[src/rtl/run_controller.sv]
// Execution sequencer: debounces the front-panel buttons, runs the slow/fast
// advance dividers and issues advance/load pulses to the program counter.
module run_controller #(
  parameter int DB_CYCLES = 1_000_000,
  parameter int SLOW_DIV  = 50_000_000,
  parameter int FAST_DIV  = 500_000
) (
  input  logic       clk,
  input  logic       rst,
  input  logic       btn_next,
  input  logic       btn_run,
  input  logic       btn_speedrun,
  input  logic       halt,
  input  logic       jump_req,
  input  logic [7:0] jump_addr,
  input  logic [7:0] pc_in,
  input  logic       bp_en,
  input  logic [7:0] bp_addr,
  output logic       pc_advance,
  output logic       pc_load,
  output logic [7:0] pc_value,
  output logic [1:0] state,
  output logic       bp_hit
);

  localparam int DB_W = $clog2(DB_CYCLES);
  localparam logic [DB_W-1:0] DB_LAST = DB_W'(DB_CYCLES - 1);
  localparam logic [25:0] SLOW_LAST = 26'(SLOW_DIV - 1);
  localparam logic [25:0] FAST_LAST = 26'(FAST_DIV - 1);

  typedef enum logic [1:0] {
    S_IDLE = 2'd0,
    S_STEP = 2'd1,
    S_RUN  = 2'd2,
    S_FAST = 2'd3
  } state_t;

  logic [2:0] btn_raw;
  logic [2:0] btn_p;
  logic [1:0] settle_q, settle_d;
  logic       settled;

  assign btn_raw = {btn_speedrun, btn_run, btn_next};
  assign settled = (settle_q == 2'd2);
  assign settle_d = settled ? settle_q : settle_q + 2'd1;

  // A button is armed only after it has been seen stably released, so a
  // button held through reset never produces a press.
  for (genvar gi = 0; gi < 3; gi++) begin : g_btn
    logic            sync1_q, sync2_q;
    logic            level_q, level_d, level_prev_q;
    logic            armed_q, armed_d;
    logic [DB_W-1:0] cnt_q, cnt_d;

    always_comb begin
      level_d = level_q;
      armed_d = armed_q;
      cnt_d   = '0;
      if (!armed_q) begin
        if (settled && !sync2_q) begin
          if (cnt_q == DB_LAST) armed_d = 1'b1;
          else                  cnt_d = cnt_q + 1'b1;
        end
      end else if (sync2_q != level_q) begin
        if (cnt_q == DB_LAST) level_d = sync2_q;
        else                  cnt_d = cnt_q + 1'b1;
      end
    end

    always_ff @(posedge clk or posedge rst) begin
      if (rst) begin
        sync1_q      <= 1'b0;
        sync2_q      <= 1'b0;
        level_q      <= 1'b0;
        level_prev_q <= 1'b0;
        armed_q      <= 1'b0;
        cnt_q        <= '0;
      end else begin
        sync1_q      <= btn_raw[gi];
        sync2_q      <= sync1_q;
        level_q      <= level_d;
        level_prev_q <= level_q;
        armed_q      <= armed_d;
        cnt_q        <= cnt_d;
      end
    end

    assign btn_p[gi] = level_q & ~level_prev_q;
  end

  logic       next_p, run_p, fast_p;
  state_t     state_q, state_d;
  logic [25:0] div_q, div_d, div_last;
  logic       pc_advance_q, pc_advance_d;
  logic       pc_load_q, pc_load_d;
  logic [7:0] pc_value_q, pc_value_d;
  logic       bp_hit_q, bp_hit_d;
  logic       chk_q, chk_d;
  logic       emit;
  logic       bp_match;

  assign next_p   = btn_p[0];
  assign run_p    = btn_p[1];
  assign fast_p   = btn_p[2];
  assign div_last = (state_q == S_FAST) ? FAST_LAST : SLOW_LAST;
  // chk_q marks the cycle where pc_in first shows the post-event count.
  assign bp_match = chk_q && bp_en && (pc_in == bp_addr);

  always_comb begin
    state_d      = state_q;
    div_d        = div_q;
    pc_advance_d = 1'b0;
    pc_load_d    = 1'b0;
    pc_value_d   = pc_value_q;
    bp_hit_d     = 1'b0;
    chk_d        = pc_advance_q | pc_load_q;
    emit         = 1'b0;
    if (halt) begin
      state_d = S_IDLE;
      div_d   = '0;
    end else begin
      case (state_q)
        S_IDLE: begin
          div_d = '0;
          if (fast_p)      state_d = S_FAST;
          else if (run_p)  state_d = S_RUN;
          else if (next_p) begin
            state_d = S_STEP;
            emit    = 1'b1;
          end
        end
        S_STEP: state_d = S_IDLE;
        default: begin
          if (bp_match) begin
            state_d  = S_IDLE;
            div_d    = '0;
            bp_hit_d = 1'b1;
          end else if (fast_p && state_q != S_FAST) begin
            state_d = S_FAST;
            div_d   = '0;
          end else if (run_p && state_q != S_RUN) begin
            state_d = S_RUN;
            div_d   = '0;
          end else if (next_p) begin
            state_d = S_IDLE;
            div_d   = '0;
          end else if (div_q == div_last) begin
            div_d = '0;
            emit  = 1'b1;
          end else begin
            div_d = div_q + 26'd1;
          end
        end
      endcase
    end
    if (emit) begin
      if (jump_req) begin
        pc_load_d  = 1'b1;
        pc_value_d = jump_addr;
      end else begin
        pc_advance_d = 1'b1;
      end
    end
  end

  always_ff @(posedge clk or posedge rst) begin
    if (rst) begin
      settle_q     <= 2'd0;
      state_q      <= S_IDLE;
      div_q        <= '0;
      pc_advance_q <= 1'b0;
      pc_load_q    <= 1'b0;
      pc_value_q   <= 8'd0;
      bp_hit_q     <= 1'b0;
      chk_q        <= 1'b0;
    end else begin
      settle_q     <= settle_d;
      state_q      <= state_d;
      div_q        <= div_d;
      pc_advance_q <= pc_advance_d;
      pc_load_q    <= pc_load_d;
      pc_value_q   <= pc_value_d;
      bp_hit_q     <= bp_hit_d;
      chk_q        <= chk_d;
    end
  end

  assign pc_advance = pc_advance_q;
  assign pc_load    = pc_load_q;
  assign pc_value   = pc_value_q;
  assign state      = state_q;
  assign bp_hit     = bp_hit_q;

endmodule
[config.mk]
export PLATFORM = sky130hd
export DESIGN_NAME = run_controller
export DESIGN_NICKNAME = d
export VERILOG_FILES = /design/src/rtl/run_controller.sv
export SDC_FILE = /design/constraint.sdc
export NUM_CORES = 1
export LEC_CHECK = 0
export ABC_AREA = 1
export ABC_CLOCK_PERIOD_IN_PS = 3830
export CORE_MARGIN = 5
export CORE_UTILIZATION = 30
export CTS_BUF_LIST = sky130_fd_sc_hd__clkbuf_4
export CTS_CLUSTER_DIAMETER = 30
export DETAILED_ROUTE_END_ITERATION = 16
export PLACE_DENSITY = 0.52
export RECOVER_POWER = 25
export SYNTH_ARGS = -nofsm -noshare
export SYNTH_HDL_FRONTEND = slang
export SYNTH_SLANG_ARGS = --single-unit
export TNS_END_PERCENT = 30
[constraint.sdc]
create_clock -name clk -period 3.83 [get_ports clk]
set_input_delay 0.766 -clock clk [delete_from_list [all_inputs] [get_ports clk]]
set_output_delay 0.766 -clock clk [all_outputs]
set_load 0.05 [all_outputs]
==> flow_metrics.tcl, run 1 <==
set metrics [dict create \
    period_share 0.699 \
    synthFlopType "dfrtp_1" \
    grt_pass1_wl_um 24500 \
    synth_edf_count 0 \
    ys_types 37 \
    crit_required_ns 3.06 \
    path_max_fanout 7 \
    area_delta_synth_final_pct 16.5 \
    final_max_slew_viol_count 0 \
    timing.fmax_mhz 373 \
    cp_cell_sequence "clkdlybuf4s50_1" \
    maxCapViolations 0 \
    max-clock-path-buffers 2 \
    cts_num_sinks 117 \
    h-tree-depth 4 \
    track_usage 0.124 \
    grt_max_degree 75 \
    drtAntennaViolNets 0 \
    crit_type "register to output port" \
    cts-resized-gates 0 \
    layout.nets 901 \
    yosysWarnings 0 \
    ys_seq_area_frac 0.470 \
    cts_tree "built" \
    hold_path_class "register to register" \
    ys_ff_latch 117 \
    synthArstFlopShare 1.00 \
    core_mm2 0.0204 \
    cp-start-kind "register" \
    viasPerCell 4.56 \
    cp_top_family "buffers and inverters" \
    clock_latency_ns 0.53 \
    finalInstanceArea_mm2 0.00726 \
    grt_setup_unrepaired "no" \
    synth.avg_cell_area_um2 7.71 \
    wl_um 14200 \
    status "complete, no violations" \
    drc 0 \
    cp_data_arrival_time_ns 1.91 \
    fin_crit_ns 2.68 \
    fin_worst_skew_ns 0.0204 \
    slowest_delay_ns 0.88 \
    routedWlPerCell_um 12.3 \
    cp-end-kind "output port" \
    syn_nets 845 \
    grt_pass1_vias 5091 \
    worstMarginPinSlew_ns 1.36 \
    pin_count 45 \
    power_leakage_uw 0.00308 \
    cts_setup_buffers 0 \
    synthesis.area_mm2 0.00623 \
    rows 52 \
    critPathSlowestCell "clkdlybuf4s50_1" \
    clk_pin_slew_ns 0.10 \
    p_per_area_mw_per_mm2 316 \
    slew_headroom 0.0911 \
    setup_slack_ns 1.15 \
    die_h_um 154 \
    gp_congestion 0.853 \
    final_core_util 0.357 \
    vias 5239 \
    port_buffers 44 \
    finalSetupTns_ns 0 \
    netlist_instances 808 \
    hold_viol 0 \
    firstDrtPassIters 5 \
    start_util 0.306 \
    peakVddDrop_uv 164 \
    setup_violations 0 \
    place_area_mm2 0.00699 \
    root_buffer "clkbuf_4" \
    drtIter0Drc 287 \
    die_w_um 154 \
    power.total_uw 2300 \
    drive_gt1_frac 0.0639 \
    grt_overflow 0 \
    pre_cts_ws_ns 1.03 \
    crit_buf_inv 1 \
    dieArea_mm2 0.0238 \
    cts_hold_buf 0 \
    cts_made_buffers 17 \
    antenna_found_initial 2 \
    dp_hpwl_um 10300 \
]
-- per-layer routing --
metal,GRT usage,share of wire
met3,0.0340,0.039
met5,0,0
met4,0.0387,0.017
met1,0.178,0.53
met2,0.183,0.42
-- through the flow --
stage,hold slack [ns],cells
finish,0.362,1148
floorplan,0.331,808
global placement,0.336,1115
global route,0.382,1148
CTS,0.367,1146
detailed placement,0.340,1115
-- logic make-up after synthesis --
family	after synthesis	share of synthesized area
DFF	117	0.470
buffers and inverters	119	0.0747
AOI/OAI and AO/OA	84	0.0785
and+or+nand+nor	451	0.322
xor gates and xnor gates	32	0.0450
adders and majority gates	5	0.0100
-- final timing paths --
kind,startpoint,end,slack [ns],cells past startpoint
max in group asynchronous,rst,g_btn[2].cnt_q[10],1.50,3
worst min register to register,g_btn[0].sync1_q,g_btn[0].sync2_q,0.36,0
worst max-delay path,state[0],state[0],1.15,1
worst min-delay path,g_btn[0].sync1_q,g_btn[0].sync2_q,0.36,0
worst max register to register,div_q[0],div_q[2],1.46,8
min in group asynchronous,rst,g_btn[2].sync1_q,0.97,2
-- cell type report --
type,count,area (um^2)
tap,270,338
fill,2131,13100
clock buffer,18,135
inverter,109,410
antenna,2,5.00
clock inverter,13,133
multi-input combinational,572,2840
timing repair buffer,47,472
sequential,117,2930
-- sequential cells by signal, summed over array words and instances, names as in the netlist, 2 cells and up --
name                count
g_btn.cnt_q            60
div_q                  26
pc_value                8
g_btn.armed_q           3
g_btn.level_prev_q      3
g_btn.level_q           3
g_btn.sync1_q           3
g_btn.sync2_q           3
settle_q                2
state                   2
-- power breakdown --
group          internal, uW  switching, uW  total, uW
Sequential             1250           13.5       1260
Clock                   387            490        877
Combinational          59.1           98.0        157
Total                  1700            602       2300
-- cell usage in the layout, fill, tap and decap left out, types with 3 or more instances in the layout --
master	count
o21ai_0	26
nor2_2	5
clkdlybuf4s50_1	40
nor3_2	3
nor3b_1	3
o22ai_1	15
nor3_1	35
nand2_2	4
xor2_1	23
nand4_1	38
nor2_1	133
nand2_1	173
ha_1	5
clkbuf_4	18
nor4_1	5
dfrtp_1	117
clkinv_1	4
dlygate4sd3_1	4
o21ai_2	5
clkinvlp_4	5
nand3b_1	3
a21oi_1	26
nand3_1	43
inv_1	105
xnor2_1	9
-- cells in the mapped netlist (4+ instances only) --
cell type / count / area (um^2)
dfrtp_1: 117 / 2930
nor3_1: 35 / 175
inv_1: 106 / 398
xor2_1: 23 / 201
nand2_2: 4 / 25.0
ha_1: 5 / 62.6
nand4_1: 38 / 238
nor2_1: 133 / 499
nor2_2: 5 / 31.3
nor4_1: 5 / 31.3
o21ai_0: 26 / 130
xnor2_1: 9 / 78.8
nand3_1: 43 / 215
o21ai_2: 5 / 43.8
nand2_1: 173 / 649
o22ai_1: 15 / 93.8
clkbuf_1: 5 / 18.8
a21oi_1: 26 / 130
(Power assumes the default switching activity.)
==> run 2, diff against run 1 <==
--- a/config.mk
+++ b/config.mk
@@ -6,13 +6,13 @@
 export NUM_CORES = 1
 export LEC_CHECK = 0
 export ABC_AREA = 1
-export ABC_CLOCK_PERIOD_IN_PS = 3830
+export ABC_CLOCK_PERIOD_IN_PS = 2620
 export CORE_MARGIN = 5
 export CORE_UTILIZATION = 30
 export CTS_BUF_LIST = sky130_fd_sc_hd__clkbuf_4
 export CTS_CLUSTER_DIAMETER = 30
 export DETAILED_ROUTE_END_ITERATION = 16
-export PLACE_DENSITY = 0.52
+export PLACE_DENSITY = 0.5
 export RECOVER_POWER = 25
 export SYNTH_ARGS = -nofsm -noshare
 export SYNTH_HDL_FRONTEND = slang
==> constraint.sdc (replaced) <==
create_clock -name clk -period 2.62 [get_ports clk]
set_input_delay 0.524 -clock clk [delete_from_list [all_inputs] [get_ports clk]]
set_output_delay 0.524 -clock clk [all_outputs]
set_load 0.05 [all_outputs]
==> run 2 against run 1 <==
First-iteration DRC count increased by 10%. Cell count increased by 0.35%. Worst hold slack improved by 0.022 ns. Critical path depth unchanged. Sequential cell count unchanged. Total power increased by 51%. Sequential power increased by 47%. Combinational power increased by 50%. Critical endpoint unchanged. Largest cell class unchanged. Largest power group unchanged.
==> flow_metrics.tcl, run 2 (synthesis gave the netlist of run 1 again) <==
set metrics [dict create \
    status "complete, no violations" \
    hold_path_class "register to register" \
    area_delta_synth_final_pct 17.7 \
    hp-start "g_btn[2].sync1_q" \
    worstMarginPinSlew_ns 1.28 \
    routedWlPerCell_um 12.4 \
    finalInstanceArea_mm2 0.00734 \
    grt_overflow 0 \
    p_per_area_mw_per_mm2 472 \
    setup_violations 0 \
    vias 5336 \
    root_buffer "clkbuf_4" \
    fin_worst_skew_ns 0.0136 \
    clk_pin_slew_ns 0.11 \
    power_leakage_uw 0.00314 \
    dp_hpwl_um 10400 \
    place_area_mm2 0.00706 \
    port_buffers 44 \
    final_cell_mix "nand2_1 (173), nor2_1 (133), dfrtp_1 (117)" \
    crit_type "register to output port" \
    start_util 0.306 \
    viasPerCell 4.63 \
    clock_latency_ns 0.53 \
    rr_worst_depth 12 \
    h-tree-depth 4 \
    cp_cell_sequence "clkdlybuf4s50_1" \
    cts_num_sinks 117 \
    drtIter0Drc 317 \
    cp.depth 1 \
    cp-end-kind "output port" \
    max-clock-path-buffers 2 \
    cts_made_buffers 17 \
    r2r_start "div_q[0]" \
    die_w_um 154 \
    drive_gt1_frac 0.0715 \
    pin_count 45 \
    timing.fmax_mhz 412 \
    hold_viol 0 \
    period_share 0.926 \
    grt_pass1_wl_um 25200 \
    cts-resized-gates 0 \
    fin_crit_ns 2.43 \
    rr_endpoint "pc_value[7]" \
    grt_max_degree 58 \
    hold_path_end "g_btn[2].sync2_q" \
    drtAntennaViolNets 0 \
    cts_hold_buf 0 \
    cp-start-kind "register" \
    peakVddDrop_uv 220 \
    crit_buf_inv 1 \
    core_mm2 0.0204 \
    path_max_fanout 7 \
    filler_cell_count 2164 \
    layout.nets 906 \
    grt_setup_unrepaired "no" \
    largest_register "g_btn.cnt_q" \
    track_usage 0.127 \
    die_h_um 154 \
    slowest_delay_ns 0.88 \
    final_max_slew_viol_count 0 \
    drc 0 \
    setup_slack_ns 0.193 \
    holdPathStages 0 \
    cts_tree "built" \
    gp_congestion 0.842 \
    pre_cts_ws_ns 0.298 \
    antenna_found_initial 1 \
    firstDrtPassIters 5 \
    cp_top_family "buffers and inverters" \
    crit_required_ns 2.10 \
    rows 52 \
    finalSetupTns_ns 0 \
    final_common_cell "nand2_1" \
    r2r_setup_slack_ns 0.46 \
    cts_setup_buffers 0 \
    final_core_util 0.360 \
    grt_pass1_vias 5140 \
    largest_reg_flops 60 \
    slew_headroom 0.147 \
    maxCapViolations 0 \
    hold_ws_ns 0.384 \
    cp_data_arrival_time_ns 1.90 \
    wl_um 14300 \
    critPathSlowestCell "clkdlybuf4s50_1" \
    dieArea_mm2 0.0238 \
]
run 2: worst max-delay path by stage:
stage | slack (ns) | endpoint | startpoint
global route | 0.1 | state[0] | state[0]
detailed placement | 0.30 | div_q[4] | bp_addr[7]
global placement | 0.35 | div_q[4] | bp_addr[7]
CTS | 0.12 | state[0] | state[0]
finish | 0.19 | state[0] | state[0]
floorplan | 0.67 | bp_hit | rst
run 2: through the flow:
| step | cells | total power (uW) |
|---|---|---|
| floorplan | 808 | 2010 |
| global placement | 1120 | 2130 |
| detailed placement | 1120 | 2130 |
| CTS | 1151 | 3540 |
| global route | 1152 | 3620 |
| finish | 1152 | 3460 |
run 2: cell type report:
| type | count | area [um^2] | area share |
|---|---|---|---|
| diodes | 1 | 2.50 | 0.000341 |
| clock buffers | 18 | 135 | 0.0184 |
| clock inverters | 13 | 159 | 0.0217 |
| inverters | 109 | 410 | 0.0559 |
| multi-input cells | 572 | 2840 | 0.387 |
| flip-flops and latches | 117 | 2930 | 0.399 |
| well taps | 270 | 338 | 0.0461 |
| repair buffers | 52 | 523 | 0.0713 |
run 2: metal layers:
layer | GRT usage | part of all wire | vias up
met5 | 0 | 0 | -
met4 | 0.0399 | 0.013 | 0
met3 | 0.0304 | 0.048 | 13
met2 | 0.190 | 0.43 | 95
met1 | 0.180 | 0.51 | 2462
li1 | - | - | 2766
run 2: power breakdown:
group	leakage [uW]	switching, uW	internal [uW]	total, uW
Sequential	0.00160	19.0	1830	1850
Clock	0.000156	717	665	1380
Combinational	0.00138	146	89.3	235
Total	0.00314	882	2580	3460
